## src/rtl/fetch_unit.sv

```systemverilog
// Instruction fetch stage: in-order imem requests, pending-PC tracking, small instruction queue.
// Optional FETCH_PERF_COUNTERS_EN adds saturating bubble and flush counters.
module fetch_unit #(
    parameter int unsigned         XLEN        = 64,
    parameter logic [XLEN-1:0]     RESET_PC    = '0,
    parameter int unsigned         QUEUE_DEPTH = 2
) (
    input  logic            clk,
    input  logic            rst,
    output logic            imem_req_valid,
    input  logic            imem_req_ready,
    output logic [XLEN-1:0] imem_req_addr,
    input  logic            imem_rsp_valid,
    input  logic [31:0]     imem_rsp_data,
    input  logic            imem_rsp_err,
    input  logic            redirect_valid,
    input  logic [XLEN-1:0] redirect_pc,
    input  logic            stall,
    output logic            inst_valid_out,
    output logic [XLEN-1:0] current_pc_out,
    output logic [31:0]     current_inst_out,
    output logic            fetch_fault_out
`ifdef FETCH_PERF_COUNTERS_EN
    ,
    output logic [31:0]     bubble_count_out,
    output logic [31:0]     flush_count_out
`endif
);

    localparam int unsigned     PW      = $clog2(QUEUE_DEPTH);
    localparam int unsigned     CW      = PW + 1;
    localparam logic [CW:0]     DEPTH_L = (CW + 1)'(QUEUE_DEPTH);
    localparam logic [31:0]     NOP     = 32'h0000_0013;

    typedef enum logic [1:0] {
        RESET_IDLE,
        RUN,
        FAULT_HOLD
    } state_e;

    state_e state_q, state_d;

    logic [XLEN-1:0] fetch_pc_q, fetch_pc_d;
    logic [XLEN-1:0] pc_hold_q, pc_hold_d;
    logic [CW-1:0]   outstanding_q, outstanding_d;
    logic [CW-1:0]   discard_q, discard_d;
    logic [CW-1:0]   count_q, count_d;
    logic [PW-1:0]   q_rd_q, q_rd_d, q_wr_q, q_wr_d;
    logic [PW-1:0]   pend_rd_q, pend_rd_d, pend_wr_q, pend_wr_d;

    logic [XLEN-1:0] q_pc_q   [QUEUE_DEPTH];
    logic [31:0]     q_inst_q [QUEUE_DEPTH];
    logic            q_err_q  [QUEUE_DEPTH];
    logic [XLEN-1:0] pend_pc_q[QUEUE_DEPTH];

    logic            accept, push, pop, drop, head_valid, room;
    logic [XLEN-1:0] rsp_pc;
    logic            redirect_lsb_unused;

    assign redirect_lsb_unused = ^redirect_pc[1:0];

    // ---------------- FSM: state register ----------------
    // NOTE: sequential state is always assigned with <= so every flop samples pre-edge values.
    always_ff @(posedge clk or negedge rst) begin
        if (!rst) state_q <= RESET_IDLE;
        else      state_q <= state_d;
    end

    // ---------------- FSM: next state ----------------
    // NOTE: every signal written in always_comb gets a default first, so no latch can form.
    always_comb begin
        state_d = state_q;
        case (state_q)
            RESET_IDLE: state_d = RUN;
            RUN:        if (push && imem_rsp_err) state_d = FAULT_HOLD;
            FAULT_HOLD: state_d = FAULT_HOLD;
            default:    state_d = RESET_IDLE;
        endcase
        if (redirect_valid) state_d = RUN;
    end

    // ---------------- FSM: outputs ----------------
    always_comb begin
        room           = ({1'b0, count_q} + {1'b0, outstanding_q}) < DEPTH_L;
        imem_req_valid = (state_q == RUN) && !redirect_valid && room;
    end

    assign imem_req_addr = fetch_pc_q;

    // ---------------- Head presentation ----------------
    assign head_valid       = (count_q != '0);
    assign inst_valid_out   = head_valid;
    assign current_pc_out   = head_valid ? q_pc_q[q_rd_q] : pc_hold_q;
    assign current_inst_out = head_valid ? q_inst_q[q_rd_q] : NOP;
    assign fetch_fault_out  = head_valid && q_err_q[q_rd_q];

    // ---------------- Datapath next state ----------------
    always_comb begin
        accept = imem_req_valid && imem_req_ready;
        drop   = imem_rsp_valid && (discard_q != '0);
        push   = imem_rsp_valid && (discard_q == '0) && !redirect_valid;
        pop    = head_valid && !stall && !redirect_valid;
        // A response with nothing pending belongs to the request accepted this very cycle.
        rsp_pc = (outstanding_q == '0) ? fetch_pc_q : pend_pc_q[pend_rd_q];

        fetch_pc_d    = fetch_pc_q;
        pend_wr_d     = pend_wr_q;
        pend_rd_d     = pend_rd_q;
        discard_d     = discard_q;
        q_wr_d        = q_wr_q;
        q_rd_d        = q_rd_q;
        pc_hold_d     = current_pc_out;
        outstanding_d = outstanding_q + CW'(accept) - CW'(imem_rsp_valid);
        count_d       = count_q + CW'(push) - CW'(pop);

        if (accept) begin
            fetch_pc_d = fetch_pc_q + XLEN'(4);
            pend_wr_d  = pend_wr_q + PW'(1);
        end
        if (imem_rsp_valid) pend_rd_d = pend_rd_q + PW'(1);
        if (drop)           discard_d = discard_q - CW'(1);
        if (push)           q_wr_d    = q_wr_q + PW'(1);
        if (pop)            q_rd_d    = q_rd_q + PW'(1);

        if (redirect_valid) begin
            fetch_pc_d = {redirect_pc[XLEN-1:2], 2'b00};
            count_d    = '0;
            q_wr_d     = q_rd_q;
            q_rd_d     = q_rd_q;
            discard_d  = outstanding_q - CW'(imem_rsp_valid);
        end
    end

    always_ff @(posedge clk or negedge rst) begin
        if (!rst) begin
            fetch_pc_q    <= RESET_PC;
            pc_hold_q     <= RESET_PC;
            outstanding_q <= '0;
            discard_q     <= '0;
            count_q       <= '0;
            q_rd_q        <= '0;
            q_wr_q        <= '0;
            pend_rd_q     <= '0;
            pend_wr_q     <= '0;
        end else begin
            fetch_pc_q    <= fetch_pc_d;
            pc_hold_q     <= pc_hold_d;
            outstanding_q <= outstanding_d;
            discard_q     <= discard_d;
            count_q       <= count_d;
            q_rd_q        <= q_rd_d;
            q_wr_q        <= q_wr_d;
            pend_rd_q     <= pend_rd_d;
            pend_wr_q     <= pend_wr_d;
        end
    end

    // NOTE: storage arrays are not reset; an entry is only read once its count/pointer marks it valid.
    always_ff @(posedge clk) begin
        if (push) begin
            q_pc_q[q_wr_q]   <= rsp_pc;
            q_inst_q[q_wr_q] <= imem_rsp_data;
            q_err_q[q_wr_q]  <= imem_rsp_err;
        end
        if (accept) pend_pc_q[pend_wr_q] <= fetch_pc_q;
    end

`ifdef FETCH_PERF_COUNTERS_EN
    logic [31:0] bubble_count_q, bubble_count_d;
    logic [31:0] flush_count_q, flush_count_d;

    always_comb begin
        bubble_count_d = bubble_count_q;
        flush_count_d  = flush_count_q;
        if (!head_valid && !stall && (state_q == RUN) && (bubble_count_q != 32'hFFFF_FFFF))
            bubble_count_d = bubble_count_q + 32'd1;
        if (redirect_valid && (flush_count_q != 32'hFFFF_FFFF))
            flush_count_d = flush_count_q + 32'd1;
    end

    always_ff @(posedge clk or negedge rst) begin
        if (!rst) begin
            bubble_count_q <= '0;
            flush_count_q  <= '0;
        end else begin
            bubble_count_q <= bubble_count_d;
            flush_count_q  <= flush_count_d;
        end
    end

    assign bubble_count_out = bubble_count_q;
    assign flush_count_out  = flush_count_q;
`endif

endmodule

```

## config.mk

```make
export PLATFORM = sky130hd
export DESIGN_NAME = fetch_unit
export DESIGN_NICKNAME = d
export VERILOG_FILES = /design/src/rtl/fetch_unit.sv
export SDC_FILE = /design/constraint.sdc
export NUM_CORES = 1
export LEC_CHECK = 0
export ABC_CLOCK_PERIOD_IN_PS = 13800
export CAP_MARGIN = 20
export CORE_AREA = 3 3 222 224
export CTS_BUF_LIST = sky130_fd_sc_hd__clkbuf_8
export CTS_CLUSTER_DIAMETER = 60
export DETAILED_ROUTE_END_ITERATION = 6
export DIE_AREA = 0 0 225 227
export SLEW_MARGIN = 20
export SYNTH_ARGS = -nofsm -noshare
export SYNTH_HDL_FRONTEND = slang
export SYNTH_SLANG_ARGS = --single-unit
```

## constraint.sdc

```tcl
create_clock -name clk -period 13.8 [get_ports clk]
set_input_delay 2.07 -clock clk [delete_from_list [all_inputs] [get_ports clk]]
set_output_delay 2.07 -clock clk [all_outputs]
set_load 0.02 [all_outputs]
```

# Yosys cells after proc, flatten, opt, wreduce, memory -nomap -nowiden
# Memory sizes are Yosys's and may differ from the RTL's.
# Index checks and enable logic that the tools add are counted.
# W data, S select, Z words.
[op_classes]
bitwise = 1
n_eq_ne = 3
order_cmp = 1
reduce_logical = 21
add_sub_neg = 12
muxes = 17
[ops]
columns = ["operator", "n"]
rows = [
  ["$mux W64", 4],
  ["$add A64 B3 Y64 const B", 1],
  ["$mux W32", 1],
  ["$logic_and A1 B1 Y1", 10],
  ["$mux W2", 5],
  ["$reduce_bool A2 Y1", 5],
  ["$logic_not A2 Y1", 3],
  ["$mux W1", 6],
  ["$pmux W2 S3", 1],
  ["$sub A2 B1 Y2", 3],
  ["$add A1 B1 Y1 const B", 4],
  ["$add A2 B1 Y2", 2],
  ["$add A2 B2 Y3", 1],
  ["$lt A3 B2 Y1 const B", 1],
  ["$ne A3 B3 Y1 const B", 1],
  ["$eq A2 B1 Y1 const B", 1],
  ["$eq A2 B2 Y1 const B", 1],
  ["$logic_not A1 Y1", 2],
  ["$reduce_and A2 Y1", 1],
  ["$sub A2 B1 Y2 const B", 1],
  ["$not A1 Y1", 1],
]
[totals]
output_inout_bits = 163
mem_bits_rw = 322
n_memories = 4
reg_bits = 140
elab_cells = 69
[mem_list]
columns = ["name", "words", "word_bits", "rd", "rd_clocked_by_memory_dff", "wr", "line_no", "rtl"]
rows = [
  ["pend_pc_q", 2, 64, 1, 0, 1, "54", "logic [XLEN-1:0] pend_pc_q[QUEUE_DEPTH];"],
  ["q_pc_q", 2, 64, 1, 0, 1, "51", "logic [XLEN-1:0] q_pc_q [QUEUE_DEPTH];"],
  ["q_inst_q", 2, 32, 1, 0, 1, "52", "logic [31:0] q_inst_q [QUEUE_DEPTH];"],
  ["q_err_q", 2, 1, 1, 0, 1, "53", "logic q_err_q [QUEUE_DEPTH];"],
]

# Logic depth before layout (Yosys ltp)
[logic_depth]
word_depth = 7
ltp_mapped = 13
ltp_nobuf = 10

# Worst setup path after synthesis
# No wires, ideal clock.
[synth_timing]
path_type = "in2reg"
startpoint = "input redirect_valid"
endpoint = "memory q_err_q[0] (enable)"
setup_time_ns = 0.550
arrival_time_ns = 6.695
required_ns = 13.250
path_stages = 5
n_path_buf = 2
setup_slack_ns = 6.555
path_cell_list = "buf_6 > clkinv_1 > clkbuf_1 > nand3_1 > nor2_1"
[synth_between]
elab_chain_cells = 4
[synth_rtl]
columns = ["element", "line_no", "rtl"]
rows = [
  ["start, declared", "16", "input logic redirect_valid,"],
  ["$logic_not A1 Y1", "101", "push = imem_rsp_valid && (discard_q == '0) && !redirect_valid;"],
  ["$logic_and A1 B1 Y1", "101", ""],
  ["$mux W1", "160", "if (push) begin"],
  ["$mux W1 (implied by the code)", "163", "q_err_q[q_wr_q] <= imem_rsp_err;"],
  ["end, declared", "53", ""],
]
# Every way passes these cells.

# Worst setup path in the final report
[layout_timing]
startpoint = "register q_rd_q"
endpoint = "output current_pc_out[44]"
[layout_between]
elab_chain_cells = 2
[layout_rtl]
columns = ["element", "line_no", "rtl"]
rows = [
  ["start, declared", "48", "logic [PW-1:0] q_rd_q, q_rd_d, q_wr_q, q_wr_d;"],
  ["start signal, assigned", "151", "q_rd_q <= q_rd_d;"],
  ["$mem_v2 Z2 W64", "-", ""],
  ["$mux W64", "93", "assign current_pc_out = head_valid ? q_pc_q[q_rd_q] : pc_hold_q;"],
  ["end, declared", "20", "output logic [XLEN-1:0] current_pc_out,"],
]
# Every way passes these cells.

==> metrics <==
Yosys top cell area share about half; number of sinks on the clock net about 450; clock period minus worst slack 5.86 ns; Setup crit start kind flip-flop; critical path class flip-flop to output pin; global-route wire length before repair roughly 76 mm; Remaining DRCs 0; FP Rows 80; Worst EP arrival 3.79 ns; initial drt markers between 900 and 1,000; CP max stage delay 0.91 ns; via density per instance 5.32; total clock buffers created by CTS between 70 and 80; height of the chip about 230 µm; RSZ-0062 raised after global routing false; count of TritonRoute iterations in the first routing pass 5; number of nets in the layout 1,841; GP Congestion around 0.80; number of flops mapped to enable cells by yosys 314; number of maximum-capacitance constraint violations 0; transition at the pin with the smallest max-transition slack approximately 1.1 ns; Reg2Reg Capture Point pend_pc_q[0][7]; Layout Skew ~0.035 ns; root buffer selected by CTS sky130_fd_sc_hd__clkbuf_8; most instantiated flip-flop cell in the synthesis netlist sky130_fd_sc_hd__edfxtp_1; origin of the worst setup path q_rd_q; initial antenna violation count 2; H-tree levels 3; post-synthesis cell type count 64; Post-Route Setup TNS 0 ns; cell area after layout approximately 0.024 mm²; Die Span X approximately 230 µm; placeable core region approximately 0.048 mm²; clock edge transition at the registers on the reported setup and hold paths approximately 0.06 ns; Cell Area, Placed ~0.022 mm²; TritonCTS clock tree built; total length of routed wires 50.0 mm; power density over the cells between 200 and 250 mW/mm²; synthesized netlist cell count approximately 1,500; post-synthesis sequential element count roughly 450; cells along the critical path buf_4, mux2i_1, o21ai_0, clkdlybuf4s50_1; Vias 12,800; total overflow reported by the global router 0; Seq/Total Area, Yosys 67.8%; Post-CTS Resized 0; layout cell share with drive strength beyond 1 approximately 8.6%; reg2reg path depth 9; Hold/Removal Path Class flip-flop to flip-flop; Clock Path Buffers 3; run status finished, final reports clean; leading post-synthesis cells by cell area sky130_fd_sc_hd__edfxtp_1 (50%), sky130_fd_sc_hd__dfrtp_1 (18%), sky130_fd_sc_hd__mux2i_1 (8.6%), sky130_fd_sc_hd__nand2_1 (2.9%), sky130_fd_sc_hd__nor2_1 (2.6%); slowest stage cell on the critical path sky130_fd_sc_hd__dfrtp_4; worst max-slew margin expressed relative to the limit a little over a quarter; number of max-slew violations in the final report 0; Port-buffer cells around 260; pin count of the biggest net entering global routing between 90 and 100; vias in the first global route 12,900; largest vdd supply drop 0.0941 mV; Pleak around 9 nW; final hold viol count 0; Cell Area, Synth 0.0190 mm²; Post-DP HPWL around 31 mm; Yosys top cell by area sky130_fd_sc_hd__edfxtp_1; clock insertion delay at the later pin of the skew report between 0.6 and 0.7 ns; post-detailed-route count of antenna-violating nets 0; number of ports placed on the die boundary approximately 270; Initial Utilization 39.9%; Synth Warn # 0; Final setup viols 0; Synth async-reset ratio a little under a third; Mapped Avg Cell Area 13.1 µm²; maximum achievable frequency around 170 MHz; most frequently used cell type in the post-synthesis netlist sky130_fd_sc_hd__edfxtp_1; Final Cycle Share 42.4%; Setup crit end current_pc_out[44]; RR Startpoint count_q[0]; required time reported for the critical path endpoint between 10 and 15 ns; all-layer global routing usage 19.5%; Worst Hold Slack just under 0.5 ns; full die area between 0.05 and 0.06 mm²; layout overhead on the synthesized area 25.4%; nature of the critical path endpoint output pin; setup fix buffers added after clock tree synthesis 0; wire length per cell after detailed routing between 20 and 25 µm; Reg2Reg Setup Slack just under 10 ns; Worst Path Max Fanout 59; Commonest cells post-synth sky130_fd_sc_hd__edfxtp_1 (314), sky130_fd_sc_hd__mux2i_1 (164), sky130_fd_sc_hd__nand2_1 (149); Post-CTS Hold Fix Bufs 0
-- final cells by class --
| cell class | count | area (µm²) |
|---|---|---|
| fill | 4194 | 23700 |
| sequential | 452 | 12900 |
| multi-input combinational | 894 | 5700 |
| timing repair buffer | 283 | 2810 |
| clock buffer | 91 | 1250 |
| tap | 615 | 769 |
| clock inverter | 55 | 308 |
| inverter | 18 | 67.6 |
| antenna | 2 | 5.00 |
-- layout by cell type, fill, tap and decap left out, drive strengths merged, types with 4 or more instances in the layout --
| master | count |
|---|---|
| and2 | 9 |
| or3 | 4 |
| nor4 | 18 |
| and3 | 14 |
| xor2 | 6 |
| a31oi | 11 |
| nand2b | 6 |
| edfxtp | 314 |
| nor3 | 11 |
| o21ai | 86 |
| o211ai | 22 |
| clkbuf | 91 |
| inv | 51 |
| or4 | 12 |
| a21oi | 72 |
| o311ai | 20 |
| or2 | 4 |
| a221o | 9 |
| nor2 | 130 |
| buf | 24 |
| dfrtp | 138 |
| nand2 | 149 |
| xnor2 | 6 |
| mux2i | 164 |
| nand4 | 41 |
| ha | 9 |
| a22oi | 7 |
| clkdlybuf4s50 | 259 |
| clkinv | 16 |
| nand3 | 50 |
-- worst max-delay path, delay by kind of cell, from the launching register on --
kind | cells | cell delay (ns)
buffers and inverters | 2 | 1.59
DFF | 1 | 0.91
AOI/OAI and AO/OA | 1 | 0.36
muxes | 1 | 0.16
-- power by group --
part,switching [W],internal [W],leakage (nW)
clock network,0.000543,0.000657,0.913
logic,0.000914,0.000661,3.54
registers,0.000223,0.00179,4.54
total,0.00168,0.00311,9.00
-- sequential cells by signal (all words and copies together) (netlist names), 2 cells and up --
register and count:
count_q 2, discard_q 2, imem_req_addr 62, outstanding_q 2
pc_hold_q 64, pend_pc_q 124, q_err_q 2, q_inst_q 64
q_pc_q 124, state_q 2
-- per-layer routing --
| metal | global-route usage (%) | routed length (µm) | part of all wire (%) | vias to the layer above |
|---|---|---|---|---|
| met5 | 0 | 11 | 0.022 | - |
| met4 | 7.28 | 1210 | 2.4 | 2 |
| met3 | 3.92 | 2630 | 5.3 | 86 |
| li1 | - | - | - | 6033 |
| met1 | 25.7 | 21600 | 43 | 6340 |
| met2 | 32.0 | 24500 | 49 | 367 |
-- worst min path at each step --
stage | startpoint | end | slack [ns] | cells after the start
floorplan | pend_wr_q | pend_wr_q | 0.46 | 1
global placement | pc_hold_q[0] | pc_hold_q[0] | 0.47 | 1
detailed placement | pc_hold_q[0] | pc_hold_q[0] | 0.48 | 1
CTS | pc_hold_q[0] | pc_hold_q[0] | 0.49 | 1
global route | pc_hold_q[35] | pc_hold_q[35] | 0.52 | 2
finish | pc_hold_q[0] | pc_hold_q[0] | 0.49 | 1
-- per-stage QoR --
stage | cells | setup slack, ns | power [W] | utilization (%)
after floorplan | 1454 | 6.55 | 0.00294 | -
after global placement | 2260 | 7.95 | 0.00360 | 46.7
after detailed placement | 2260 | 7.94 | 0.00364 | 46.7
after CTS | 2406 | 7.79 | 0.00486 | 50.0
after global routing | 2409 | 7.64 | 0.00506 | 50.1
final | 2410 | 7.94 | 0.00479 | 50.1
-- logic make-up after synthesis --
| kind of cell | count (synthesis) | share of synthesized area (%) |
|---|---|---|
| and+or+nand+nor | 458 | 11.9 |
| DFF | 452 | 67.8 |
| AOI/OAI and AO/OA | 246 | 7.93 |
| muxes | 166 | 8.76 |
| buffers and inverters | 108 | 2.33 |
| xor gates and xnor gates | 12 | 0.554 |
| adders and majority gates | 10 | 0.698 |
| other | 1 | 0.0197 |
Note: power is estimated with default switching activity, not from simulation.
